File: config.mk
export PLATFORM = sky130hd
export DESIGN_NAME = cpu_run_ctrl
export DESIGN_NICKNAME = d
export VERILOG_FILES = /design/src/rtl/cpu_run_ctrl_pkg.sv /design/src/rtl/cpu_run_ctrl_btn.sv /design/src/rtl/cpu_run_ctrl.sv
export SDC_FILE = /design/constraint.sdc
export NUM_CORES = 1
export LEC_CHECK = 0
export BUFFER_PORTS_ARGS = -buffer_cell sky130_fd_sc_hd__buf_4
export CAP_MARGIN = 25
export CORE_ASPECT_RATIO = 0.8
export CORE_MARGIN = 5
export CORE_UTILIZATION = 36
export CTS_BUF_LIST = sky130_fd_sc_hd__clkbuf_4 sky130_fd_sc_hd__clkbuf_8
export CTS_CLUSTER_DIAMETER = 150
export DETAILED_ROUTE_END_ITERATION = 8
export SYNTH_ARGS = -nofsm -noshare
export SYNTH_HDL_FRONTEND = slang
export SYNTH_HIERARCHICAL = 1
export SYNTH_SLANG_ARGS = --single-unit
File: constraint.sdc
create_clock -name clkout -period 2.5 [get_ports clkout]
set_input_delay 0.25 -clock clkout [delete_from_list [all_inputs] [get_ports clkout]]
set_output_delay 0.25 -clock clkout [all_outputs]
set_load 0.005 [all_outputs]
File: src/rtl/cpu_run_ctrl_pkg.sv
// Shared definitions for the CPU run controller: run-state encodings,
// control register bit positions and the SoC address map it lives in.
package cpu_run_ctrl_pkg;

    typedef enum logic [1:0] {
        S_HOLD = 2'd0,
        S_RUN  = 2'd1,
        S_HALT = 2'd2
    } run_state_t;

    localparam int CTRL_HALT = 0;
    localparam int CTRL_SRST = 1;

    localparam logic [31:0] BOOT_ROM_BASE = 32'h0000_0000;
    localparam logic [31:0] SRAM_BASE     = 32'h1000_0000;
    localparam logic [31:0] RUN_CTRL_ADDR = 32'h2000_0000;

    // Counter width able to hold values 0..n-1, never narrower than one bit.
    function automatic int cnt_width(input int n);
        return (n > 1) ? $clog2(n) : 1;
    endfunction

endpackage

File: src/rtl/cpu_run_ctrl_btn.sv
// Board button conditioner: two-flop synchronizer, debounce counter that
// accepts a new level after DEBOUNCE stable cycles, and a one-cycle pulse
// on each rising edge of the accepted level. rst_s is active-low.
module btn_debounce
    import cpu_run_ctrl_pkg::*;
#(
    parameter int DEBOUNCE = 65535
) (
    input  logic clkout,
    input  logic rst_s,
    input  logic btn,
    output logic pulse
);

    localparam int CW = cnt_width(DEBOUNCE);

    logic          sync1;
    logic          sync2;
    logic          level;
    logic          level_q;
    logic [CW-1:0] cnt;

    // Bring the raw button into the clkout domain.
    always_ff @(posedge clkout or negedge rst_s) begin
        if (!rst_s) begin
            sync1 <= 1'b0;
            sync2 <= 1'b0;
        end else begin
            sync1 <= btn;
            sync2 <= sync1;
        end
    end

    // Accept the synced level only once it has differed from the current one for DEBOUNCE cycles.
    always_ff @(posedge clkout or negedge rst_s) begin
        if (!rst_s) begin
            cnt   <= '0;
            level <= 1'b0;
        end else if (sync2 == level) begin
            cnt <= '0;
        end else if (cnt == CW'(DEBOUNCE - 1)) begin
            cnt   <= '0;
            level <= sync2;
        end else begin
            cnt <= cnt + CW'(1);
        end
    end

    // Registered one-cycle pulse on each rising edge of the accepted level.
    always_ff @(posedge clkout or negedge rst_s) begin
        if (!rst_s) begin
            level_q <= 1'b0;
            pulse   <= 1'b0;
        end else begin
            level_q <= level;
            pulse   <= level & ~level_q;
        end
    end

endmodule

File: src/rtl/cpu_run_ctrl.sv
// CPU run controller: synchronizes the board reset, stretches the CPU reset,
// and gates the CPU clock enable for free-run, halt and single-step modes.
module cpu_run_ctrl
    import cpu_run_ctrl_pkg::*;
#(
    parameter int RESET_HOLD = 16,
    parameter int DEBOUNCE   = 65535,
    parameter int START_RUN  = 1
) (
    input  logic        clkout,
    input  logic        ext_reset,
    input  logic        btn_step,
    input  logic        btn_mode,
    input  logic        ctrl_wen,
    input  logic [1:0]  ctrl_wdata,
    output logic        cpu_resetn,
    output logic        cpu_clk_en,
    output logic        running,
    output logic [15:0] step_count
);

    localparam int HW = cnt_width(RESET_HOLD);
    localparam run_state_t START_STATE = (START_RUN != 0) ? S_RUN : S_HALT;
    localparam logic START_IS_RUN = (START_RUN != 0);

    logic          rst_meta;
    logic          rst_s;
    logic          step_p;
    logic          mode_p;
    logic          soft_rst;
    logic          wr_halt;
    logic          wr_run;
    logic [HW-1:0] hold_cnt;
    run_state_t    state;

    // Board reset asserts immediately and releases two clkout edges later.
    always_ff @(posedge clkout or negedge ext_reset) begin
        if (!ext_reset) begin
            rst_meta <= 1'b0;
            rst_s    <= 1'b0;
        end else begin
            rst_meta <= 1'b1;
            rst_s    <= rst_meta;
        end
    end

    btn_debounce #(.DEBOUNCE(DEBOUNCE)) u_step_btn (
        .clkout (clkout),
        .rst_s  (rst_s),
        .btn    (btn_step),
        .pulse  (step_p)
    );

    btn_debounce #(.DEBOUNCE(DEBOUNCE)) u_mode_btn (
        .clkout (clkout),
        .rst_s  (rst_s),
        .btn    (btn_mode),
        .pulse  (mode_p)
    );

    assign soft_rst = ctrl_wen & ctrl_wdata[CTRL_SRST];
    assign wr_halt  = ctrl_wen & ctrl_wdata[CTRL_HALT];
    assign wr_run   = ctrl_wen & ~ctrl_wdata[CTRL_HALT];

    // Run-state machine; a bus write outranks the mode button, which outranks a step.
    always_ff @(posedge clkout or negedge rst_s) begin
        if (!rst_s) begin
            state      <= S_HOLD;
            hold_cnt   <= '0;
            cpu_resetn <= 1'b0;
            cpu_clk_en <= 1'b0;
            running    <= 1'b0;
            step_count <= 16'd0;
        end else if (soft_rst) begin
            state      <= S_HOLD;
            hold_cnt   <= '0;
            cpu_resetn <= 1'b0;
            cpu_clk_en <= 1'b1;
            running    <= 1'b0;
            step_count <= 16'd0;
        end else begin
            case (state)
                S_HOLD: begin
                    if (hold_cnt == HW'(RESET_HOLD - 1)) begin
                        hold_cnt   <= '0;
                        state      <= START_STATE;
                        cpu_resetn <= 1'b1;
                        cpu_clk_en <= START_IS_RUN;
                        running    <= START_IS_RUN;
                    end else begin
                        hold_cnt   <= hold_cnt + HW'(1);
                        cpu_resetn <= 1'b0;
                        cpu_clk_en <= 1'b1;
                        running    <= 1'b0;
                    end
                end
                S_RUN: begin
                    if (wr_halt || (!ctrl_wen && mode_p)) begin
                        state      <= S_HALT;
                        cpu_clk_en <= 1'b0;
                        running    <= 1'b0;
                    end else begin
                        cpu_clk_en <= 1'b1;
                        running    <= 1'b1;
                    end
                end
                S_HALT: begin
                    if (wr_run || (!ctrl_wen && mode_p)) begin
                        state      <= S_RUN;
                        cpu_clk_en <= 1'b1;
                        running    <= 1'b1;
                    end else begin
                        cpu_clk_en <= step_p;
                        running    <= 1'b0;
                        if (step_p) begin
                            step_count <= step_count + 16'd1;
                        end
                    end
                end
                default: begin
                    state      <= S_HOLD;
                    hold_cnt   <= '0;
                    cpu_resetn <= 1'b0;
                    cpu_clk_en <= 1'b1;
                    running    <= 1'b0;
                end
            endcase
        end
    end

endmodule

* Word level (Yosys, flattened, before mapping)
Cells that the tools add are included.
** Word-level totals
- Bits of input ports :: 7
- Word-level logic and storage cells :: 84
- Flip-flop bits (word level) :: 69
- Output and inout port bits :: 19
** Cells by class
- Add/subtract/negate cells :: 4
- Equal/unequal tests :: 12
- Mux-type cells :: 26
- Bitwise logic cells :: 10
- Reductions and logical operators :: 12
** Operators by type and width (number)
- two-way mux 16 bit :: 8
- adder 16 x 1 -> 16 bit (second input constant) :: 3
- equality test 16 bit (second input constant) :: 2
- != test 3 bit (second input constant) :: 3
- two-way mux 2 bit :: 4
- two-way mux 4 bit :: 2
- one-hot mux 4 bit (2 select lines) :: 1
- two-way mux 1 bit :: 7
- one-hot mux 2 bit (3 select lines) :: 1
- AND reduction 3 bit :: 2
- AND 1 bit :: 5
- NOT 1 bit :: 5
- adder 4 x 1 -> 4 bit (second input constant) :: 1
- equality test 4 bit (second input constant) :: 1
- one-hot mux 1 bit (2 select lines) :: 2
- AND reduction 2 bit :: 2
- nonzero test 2 bit :: 2
- one-hot mux 1 bit (3 select lines) :: 1
- equality test 1 bit :: 2
- equality test 2 x 1 -> 1 bit (second input constant) :: 1
- equality test 2 bit (second input constant) :: 1
- logical NOT 2 bit :: 1
- logical OR 1 bit :: 2
- != test 2 x 1 -> 1 bit (second input constant) :: 1
- 4 further kinds :: 4

* Logic depth before layout (Yosys ltp)
Gate-level depths: netlist (run 1).
- Depth after elaboration :: 6
- Gate-level depth with buffers :: 8
- Gate-level depth less buffers :: 6

* Modules after synthesis
The synthesis (run 1) kept the hierarchy.
** By module, submodules not included
- btn_debounce :: area each 994.7 um2, cells each 86, times used 2, sequential area each 525.5 um2
- cpu_run_ctrl :: area each 1462.7 um2, cells each 150, times used 1, sequential area each 675.6 um2

* Worst setup path before layout (run 1)
No wires, ideal clock.
- Kind :: flip-flop to flip-flop
- Start :: register state[0]
- End :: register step_count[13]
- Cell stages (with the launch flop) :: 7
- Library setup time :: 0.078 ns
- Arrival time :: 1.669 ns
- Clock period less this slack :: 1.747 ns
- Setup slack :: 0.753 ns
- Buffers on the path :: 0
- Cell sequence :: dfrtp_1 > inv_1 > ha_1 > nand4_1 > a21o_4 > or4_1 > a21oi_1
** Between the ends
- Word-level cells in the longest chain between the ends :: 3
** RTL lines
- start: declaration :: RTL line cpu_run_ctrl.sv:34 : run_state_t state;
- start signal: assignment :: RTL line cpu_run_ctrl.sv:68 : state <= S_HOLD;
- start signal: assignment :: RTL line cpu_run_ctrl.sv:75 : state <= S_HOLD;
- start signal: assignment :: RTL line cpu_run_ctrl.sv:86 : state <= START_STATE;
- equality test 2 bit :: RTL line cpu_run_ctrl.sv:82 : case (state)
- nonzero test 2 bit (no line)
- AND reduction 3 bit (no line)
- end signal: assignment :: RTL line cpu_run_ctrl.sv:116 : step_count <= step_count + 16'd1;
- end: declaration :: RTL line cpu_run_ctrl.sv:19 : output logic [15:0] step_count
Every way passes these cells.
A chain may end at the register's enable or synchronous reset.

* Worst setup path after layout (run 1)
Ends and elaborated chain as after synthesis.

==> results.md, run 1 <==
- The largest voltage drop on the vdd net is 0.3079 mV.
- During synthesis, Yosys emitted a total of 6 warnings.
- The smallest hold slack is 220.5 ps.
- A synthesized cell averages 10.72 um2.
- From bottom edge to top edge, the die measures 97.59 um.
- The via count of the first global-routing pass is 2,413.
- The worst setup path is of the reg -> reg kind.
- The longest clock path from root to sink contains 2 buffers.
- The CTS tree is yes.
- The count of pins over their slew limit was 0.
- The total of fill cells in the finished design is 899.
- Once placement finished, the instance area stood at 0.003736 mm2.
- After technology mapping, the gate count stands at 322.
- Counting every net in the synthesized netlist gives 339.
- Counting distinct cell types in the post-synthesis netlist gives 48.
- The area fraction of the dominant cell type after synthesis is 0.5002.
- The post-CTS setup repair buffer count is 0.
- The period utilization is 0.7825.
- The initial antenna violation count is 0.
- The clock period minus final worst setup slack is 1956 ps.
- For the pin with the worst max-slew slack, the measured transition is 656.2 ps.
- The dominant combinational cell family by area after synthesis is simple AND/OR/NAND/NOR gates.
- Of the total synthesized cell area, the portion taken by AND, OR, NAND and NOR gates is 0.2428.
- The critical path endpoint category is a flop.
- Of the cells placed in the final design, the portion with a size suffix greater than 1 is 0.2139.
- Global routing finished with a remaining overflow of 0.
- The max-cap check violation count is 0.
- The final-stage net count is 372.
- In the synthesized netlist the async set-or-reset flop fraction comes to 1.000.
- The final-report hold violation count was 0.
- The path category of the worst min-delay check is in -> async.
- The largest fanout on the critical path is 8.
- The multiplexer share of the synthesized area is 0.01522.
- The width of the die is 119.5 um.
- In the detailed route, the total length drawn on met2 is 2890 um.
- Setup total negative slack on the finished layout was measured at 0 ps.
- The number of antenna diodes in the final layout is 0.
- Entering global routing, the biggest net connects 41 pins.
- Broken down by cell family, the worst path's largest delay share belongs to simple AND/OR/NAND/NOR gates.
- Setup repair after global routing left no endpoint under its margin.
- Setup violations remaining at the end of the flow were counted as 0.
- OpenSTA, run right after detailed placement, puts the worst setup slack at 554.8 ps.
- The number of cell instances on the worst register-to-register path is 6.
- The clock insertion delay at the later pin of the skew report is 350 ps.
- The final antenna-violating net count is 0.
- Yosys mapped a number of flops with a built-in enable equal to 0.
- The power consumption is 2604 uW.
- The CTS buffer count is 9.
- The starting utilization of the core area is 0.3638.
- Together, buffers and inverters on the worst path number 1.
- The routed wire length per instance is 13.41 um.
- In the routed design, unresolved DRC markers number 0.
- The first TritonRoute pass finished after 4 iterations.
- The floorplan row count is 32.
- The most critical setup path has its startpoint at state[0]$_DFFE_PN0P_.
- The first global-routing pass estimated 11,450 um of wire.
- The commonest non-fill, non-tap cell in the layout is sky130_fd_sc_hd__dfrtp_1.
- In this run, synthesis produced a sequential element count of 69.
- The startpoint of the worst register-to-register path is state[0]$_DFFE_PN0P_.
- The floorplan step defined a die boundary enclosing 0.01166 mm2.
- The most critical setup path has its endpoint at step_count[13]$_DFFE_PN0P_.
- The slowest stage of the critical path belongs to the cell sky130_fd_sc_hd__or4_1.
- STA classifies the critical path startpoint as a flop.
- The most used flip-flop cell after synthesis is sky130_fd_sc_hd__dfrtp_1.
- The sum of routed wire length over all layers is 6425 um.
- Derived from the worst setup path, the maximum achievable clock frequency is 511.2 MHz.
- The final setup skew is 10.58 ps.
- Clock tree synthesis selected as its root buffer the cell sky130_fd_sc_hd__clkbuf_8.
- In the layout the commonest cells are sky130_fd_sc_hd__dfrtp_1, sky130_fd_sc_hd__nor2_1, sky130_fd_sc_hd__xnor2_1, sky130_fd_sc_hd__buf_4, sky130_fd_sc_hd__nor2_2.
- The final design instance area without fill is 0.003990 mm2.
- The worst register-to-register path ends at step_count[13]$_DFFE_PN0P_.
- The share of the yosys chip area belonging to registers is 0.5002.
- The fraction of the mapped netlist area in compound gates is 0.07648.
- The path length in cells of the critical path is 6.
- The number of buffers added on ports is 25.
- The number of levels the H-tree was split into is 3.
- The maximum cell stage delay along the critical path is 470 ps.
- The via total after detailed routing is 2,409.
- The top metal layer carrying routed signals is met4.
- The detailed-placement wirelength estimate is 4334 um.
- The area growth from synthesis to layout is 15.59%.
- The run finished with clean final reports.
- The core region area is 0.009489 mm2.
- The flop-to-flop setup slack is 540 ps.
- Clock-pin slew was measured on the worst setup and hold paths at 80 ps.
- For this design the ratio of total power to cell area is 652.6 mW/mm2.
- Data on the critical path is required at its endpoint by 2780 ps.
- CTS saw 69 sinks.
- The total routing usage reported by global routing is 0.1205.
- Headroom to the max-slew limit came out at 0.5625.
- At the end of routability-driven placement, the weighted congestion stood at 0.7815.
- The analysis attributes to cell leakage a power of 0.001757 uW.
- Of the total synthesized cell area, the portion taken by XOR and XNOR cells is 0.09134.
- Across all setup checks in the final design, the least slack found is 543.8 ps.
- The biggest area contributor in the post-synthesis netlist is sky130_fd_sc_hd__dfrtp_1.
- The data arrival time at the worst-slack endpoint is 2240 ps.
- The mapped netlist covers 0.003452 mm2.
- In the routed layout, each cell is associated on average with a via count of 5.029.
- Traced cell by cell, the critical path runs through inv_1 -> ha_1 -> nand4_1 -> a21o_4 -> or4_1 -> a21oi_1.
- For this block, the initial DRC count from the detailed router was 82.
- Of the total synthesized cell area, the portion taken by full adders, half adders and majority gates is 0.03625.
- The number of I/O pins is 26.
- In the detailed route, the total length drawn on met3 is 291 um.
- For this block, wires on met1 add up to 3162 um.
- Sorting the synthesized cells by area gives the leading types as sky130_fd_sc_hd__dfrtp_1, sky130_fd_sc_hd__xnor2_1, sky130_fd_sc_hd__ha_1.
## power by group
group          internal (uW)  switching [uW]
clock                    586             419
combinational            151             228
sequential              1170            47.5
## sequential cells by signal, summed over array words and instances (netlist names)
signal and flops:
cpu_clk_en 1, cpu_resetn 1, hold_cnt 4, rst_meta 1
rst_s 1, running 1, state 2, step_count 16
u_mode_btn/cnt 16, u_mode_btn/level 1, u_mode_btn/level_q 1, u_mode_btn/pulse 1
u_mode_btn/sync1 1, u_mode_btn/sync2 1, u_step_btn/cnt 16, u_step_btn/level 1
u_step_btn/level_q 1, u_step_btn/pulse 1, u_step_btn/sync1 1, u_step_btn/sync2 1
## worst min-delay path by stage
stage | from | to | slack [ps] | cells after the start
after floorplan | ext_reset | rst_meta$_DFF_PN0_ | -50 | 0
after global placement | ext_reset | rst_meta$_DFF_PN0_ | 30 | 1
after detailed placement | ext_reset | rst_meta$_DFF_PN0_ | 40 | 1
after CTS | ext_reset | rst_meta$_DFF_PN0_ | 200 | 2
after global routing | ext_reset | rst_meta$_DFF_PN0_ | 210 | 2
final | ext_reset | rst_s$_DFF_PN0_ | 220 | 2
## synthesized netlist by cell type, drive strengths merged (3+ instances only)
| cell type | number |
|---|---|
| o31ai | 4 |
| buf | 5 |
| mux2i | 3 |
| nor2 | 52 |
| nand2b | 4 |
| nand3 | 19 |
| o21ai | 7 |
| inv | 10 |
| ha | 10 |
| nand4 | 14 |
| and3 | 4 |
| a21oi | 11 |
| nor4 | 10 |
| or4 | 3 |
| clkbuf | 4 |
| xor2 | 6 |
| nand2 | 18 |
| dfrtp | 69 |
| nor3 | 6 |
| nor2b | 3 |
| a211oi | 5 |
| xnor2 | 30 |
## routing by layer
metal | global-route usage | up-vias
met4 | 0.04137 | 0
met3 | 0.04657 | 7
met1 | 0.1553 | 1169
met5 | 0 | -
li1 | - | 1193
met2 | 0.1853 | 40
## final cells by class
cell class                 count  area (um2)  area share
clock buffer                  10       137.6     0.03449
tap                          119       148.9     0.03732
multi-input combinational    234        1599      0.4008
sequential                    69        1728      0.4331
inverter                      10       37.54    0.009407
timing repair buffer          31       252.7     0.06334
clock inverter                 6       86.33     0.02164
## cell families after synthesis
| logic type | count (synthesis) |
|---|---|
| xor gates and xnor gates | 36 |
| DFF | 69 |
| and+or+nand+nor | 143 |
| other | 1 |
| buffers and inverters | 19 |
| muxes | 5 |
| adders and majority gates | 10 |
| AOI/OAI and AO/OA | 39 |
## metrics by stage
stage | cells | utilization
2_1_floorplan | 322 | -
3_3_place_gp | 460 | 0.3937
3_5_place_dp | 460 | 0.3937
4_1_cts | 479 | 0.4205
5_1_grt | 479 | 0.4205
6_report | 479 | 0.4205
## timing repair
action	in CTS	in global routing
endpoints found under the setup margin	0	0
gates resized for setup	0	0
endpoints found under the hold margin	4	0
hold buffers	3	0
(Power assumes the default switching activity.)
==> inputs of run 2 (changes only) <==
==> constraint.sdc (replaced) <==
create_clock -name clkout -period 2 [get_ports clkout]
set_input_delay 0.2 -clock clkout [delete_from_list [all_inputs] [get_ports clkout]]
set_output_delay 0.2 -clock clkout [all_outputs]
set_load 0.005 [all_outputs]
==> run 2 against run 1 <==
Against the previous run:
- die area is the same
- global-route usage shrank 0.060 points
- count of clock-buffer cells in the layout grew 3
- critical path depth is the same
- setup slack lost 370 ps
- combinational power grew 23%
- non-clock buffer count grew 2
- highest routed layer unchanged
==> results.md, run 2 (synthesis results as in run 1) <==
- The routed wire length per instance is 13.10 um (-2.3%).
- The number of buffers added on ports came to 25 (unchanged).
- The library cell used most frequently in the layout, excluding fill and tap cells, is sky130_fd_sc_hd__dfrtp_1.
- The total routing usage reported by global routing came to 0.1199 (-0.0005974).
- The count of pins over their slew limit is 0 (unchanged).
- The die height came to 97.59 um (unchanged).
- The initial antenna violation count was 0 (unchanged).
- The clock period minus final worst setup slack was 1821 ps (-134.8 ps).
- The final-report hold violation count is 0 (unchanged).
- The via count of the first global-routing pass is 2,466 (+2.2%).
- The first-pass iteration count of the detailed router is 4 (unchanged).
- The TritonCTS sink count came to 69 (unchanged).
- The maximum cell stage delay along the critical path came to 460 ps (about the same).
- The maximum buffer depth of the clock tree was 2 (unchanged).
- Traced cell by cell, the critical path runs through inv_1 -> ha_2 -> nand4_1 -> a21o_4 -> or4_1 -> a21oi_1.
- The clock transition at the register clock pins on the worst setup and hold paths after CTS came to 80 ps (about the same).
- The critical path endpoint category is a flop.
- The largest registers in the layout are step_count x16, u_mode_btn/cnt x16, u_step_btn/cnt x16.
- The data arrival time at the worst-slack endpoint was 2090 ps (-150 ps).
- The path category of the worst min-delay check is in -> async.
- The clock root buffer is sky130_fd_sc_hd__clkbuf_8.
- The CTS buffer count is 9 (unchanged).
- The core region area is 0.009489 mm2 (unchanged).
- Tracing the worst setup path back leads to its startpoint at state[0]$_DFFE_PN0P_.
- The final design instance area without fill is 0.004013 mm2 (+0.56%).
- The run finished with clean final reports.
- The number of I/O pins is 26 (unchanged).
- The via count normalized by instance count is 4.996 (-0.66%).
- The period utilization is 0.9107 (+0.1282).
- TritonCTS built the clock tree.
- The final-stage net count is 374 (+0.54%).
- The detailed-placement wirelength estimate is 4273 um (-1.4%).
- The final setup violation count is 0 (unchanged).
- The number of levels the H-tree was split into is 3 (unchanged).
- The power per unit of standard cell area is 816.5 mW/mm2 (+25%).
- The width of the die is 119.5 um (unchanged).
- The number of DRC markers after the initial detailed-route iteration is 168 (+100%).
- The sum of routed wire length over all layers came to 6302 um (-1.9%).
- The largest net degree at the start of global routing is 49 (+20%).
- The data required time of the critical path is 2270 ps (-510 ps).
- The total die area is 0.01166 mm2 (unchanged).
- The startpoint identified for the worst register-to-register timing path is state[0]$_DFFE_PN0P_.
- The via total after detailed routing is 2,403 (-0.25%).
- Relative to the synthesized area, the layout overhead comes to 16.24%.
- The post-CTS setup repair buffer count is 0 (unchanged).
- The final routed DRC violation total is 0 (unchanged).
- The final global-route overflow total was 0 (unchanged).
- The master of the slowest instance on the critical path is sky130_fd_sc_hd__or4_1.
- The final setup skew is 15.46 ps (+4.882 ps).
- The upper clock frequency limit was 549.0 MHz (+7.4%).
- The floorplan row count is 32 (unchanged).
- The largest voltage drop on the vdd net came to 0.2936 mV (-4.7%).
- The share of post-route cells with drive strength above 1 is 0.2210 (+0.007106).
- The final antenna-violating net count came to 0 (unchanged).
- The static power due to leakage is 0.001771 uW (+0.75%).
- The largest fanout on the critical path is 8 (unchanged).
- The number of diodes added for antenna fixing is 0 (unchanged).
- By startpoint and endpoint, the worst setup path is classified as reg -> reg.
- The placed instance area came to 0.003751 mm2 (+0.40%).
- The launching element type of the critical path is a flop.
- The sum of negative setup slack is 0 ps (unchanged).
- Setup repair after global routing left no endpoint under its margin.
- The top cell types in the final layout, fill and taps aside, are sky130_fd_sc_hd__dfrtp_1, sky130_fd_sc_hd__nor2_1, sky130_fd_sc_hd__xnor2_1, sky130_fd_sc_hd__buf_4, sky130_fd_sc_hd__nor2_2.
- The clock insertion delay at the later pin of the skew report is 340 ps (about the same).
- The global-route wire length before repair is 11,480 um (+0.24%).
- The max-cap check violation count came to 0 (unchanged).
- The starting utilization of the core area is 0.3638 (unchanged).
- The routability congestion estimate from global placement came to 0.7772 (-0.55%).
run 2: changes by cell type in the layout (fill, tap and decap cells not counted), sizes merged:
cell | previous run | this run
clkbuf | 10 | 13
buf | 28 | 30
clkinv | 3 | 1
clkinvlp | 1 | 0
run 2: path summary, 6_finish.rpt:
kind                                               end  cells after the start  slack (ps)
min in group clkout         u_mode_btn/sync2$_DFF_PN0_                      0         350
max reg2reg                 step_count[13]$_DFFE_PN0P_                      6         180
max in group asynchronous         cpu_clk_en$_DFF_PN0_                      1        1160
max                         step_count[13]$_DFFE_PN0P_                      6         180
min                                    rst_s$_DFF_PN0_                      2         170
min reg2reg                u_mode_btn/cnt[8]$_DFF_PN0_                      0         220
run 2: layout make-up:
type	instances	area, um2
Multi-Input combinational cell	234	1602
Inverter	10	37.54
Tap cell	119	148.9
Fill cell	889	5477
Clock inverter	3	68.82
Timing Repair Buffer	33	267.8
Sequential cell	69	1728
Clock buffer	13	160.2
run 2: per-layer routing:
metal | track usage | vias up | part of all wire
li1 | - | 1199 | -
met1 | 0.1585 | 1157 | 0.50
met2 | 0.1832 | 39 | 0.45
met3 | 0.03551 | 8 | 0.037
met4 | 0.05018 | 0 | 0.016
met5 | 0 | - | 0
run 2: power breakdown:
| part | switching, uW | leakage (uW) | internal, uW | total (uW) |
|---|---|---|---|---|
| registers | 55.7 | 0.000936 | 1460 | 1520 |
| logic | 276 | 0.000717 | 191 | 468 |
| clock network | 507 | 0.000118 | 781 | 1290 |
run 2: stage by stage:
step | hold WS [ps] | setup slack [ps] | utilization | power, uW | std cells
3_3_place_gp | -15.97 | 207.4 | 0.3953 | 2004 | 462
5_1_grt | 175.0 | 23.69 | 0.4229 | 3470 | 481
4_1_cts | 148.7 | 122.7 | 0.4226 | 3332 | 481
3_5_place_dp | -14.47 | 143.9 | 0.3953 | 2016 | 462
2_1_floorplan | -95.59 | 253.3 | - | 1888 | 322
6_report | 172.6 | 178.6 | 0.4229 | 3276 | 481
run 2: what timing repair did:
| item | in CTS | in global routing |
|---|---|---|
| gates resized for setup | 0 | 1 |
| endpoints found under the hold margin | 4 | 0 |
| setup endpoints to repair | 0 | 3 |
| hold buffers | 3 | 0 |
run 2: worst max-delay path: cells and delay by family (launching register included):
family	cells	cell delay, ps
fa+ha+maj	1	230
flops	1	410
simple gates	2	610
buf+inv	1	110
compound gates	2	400
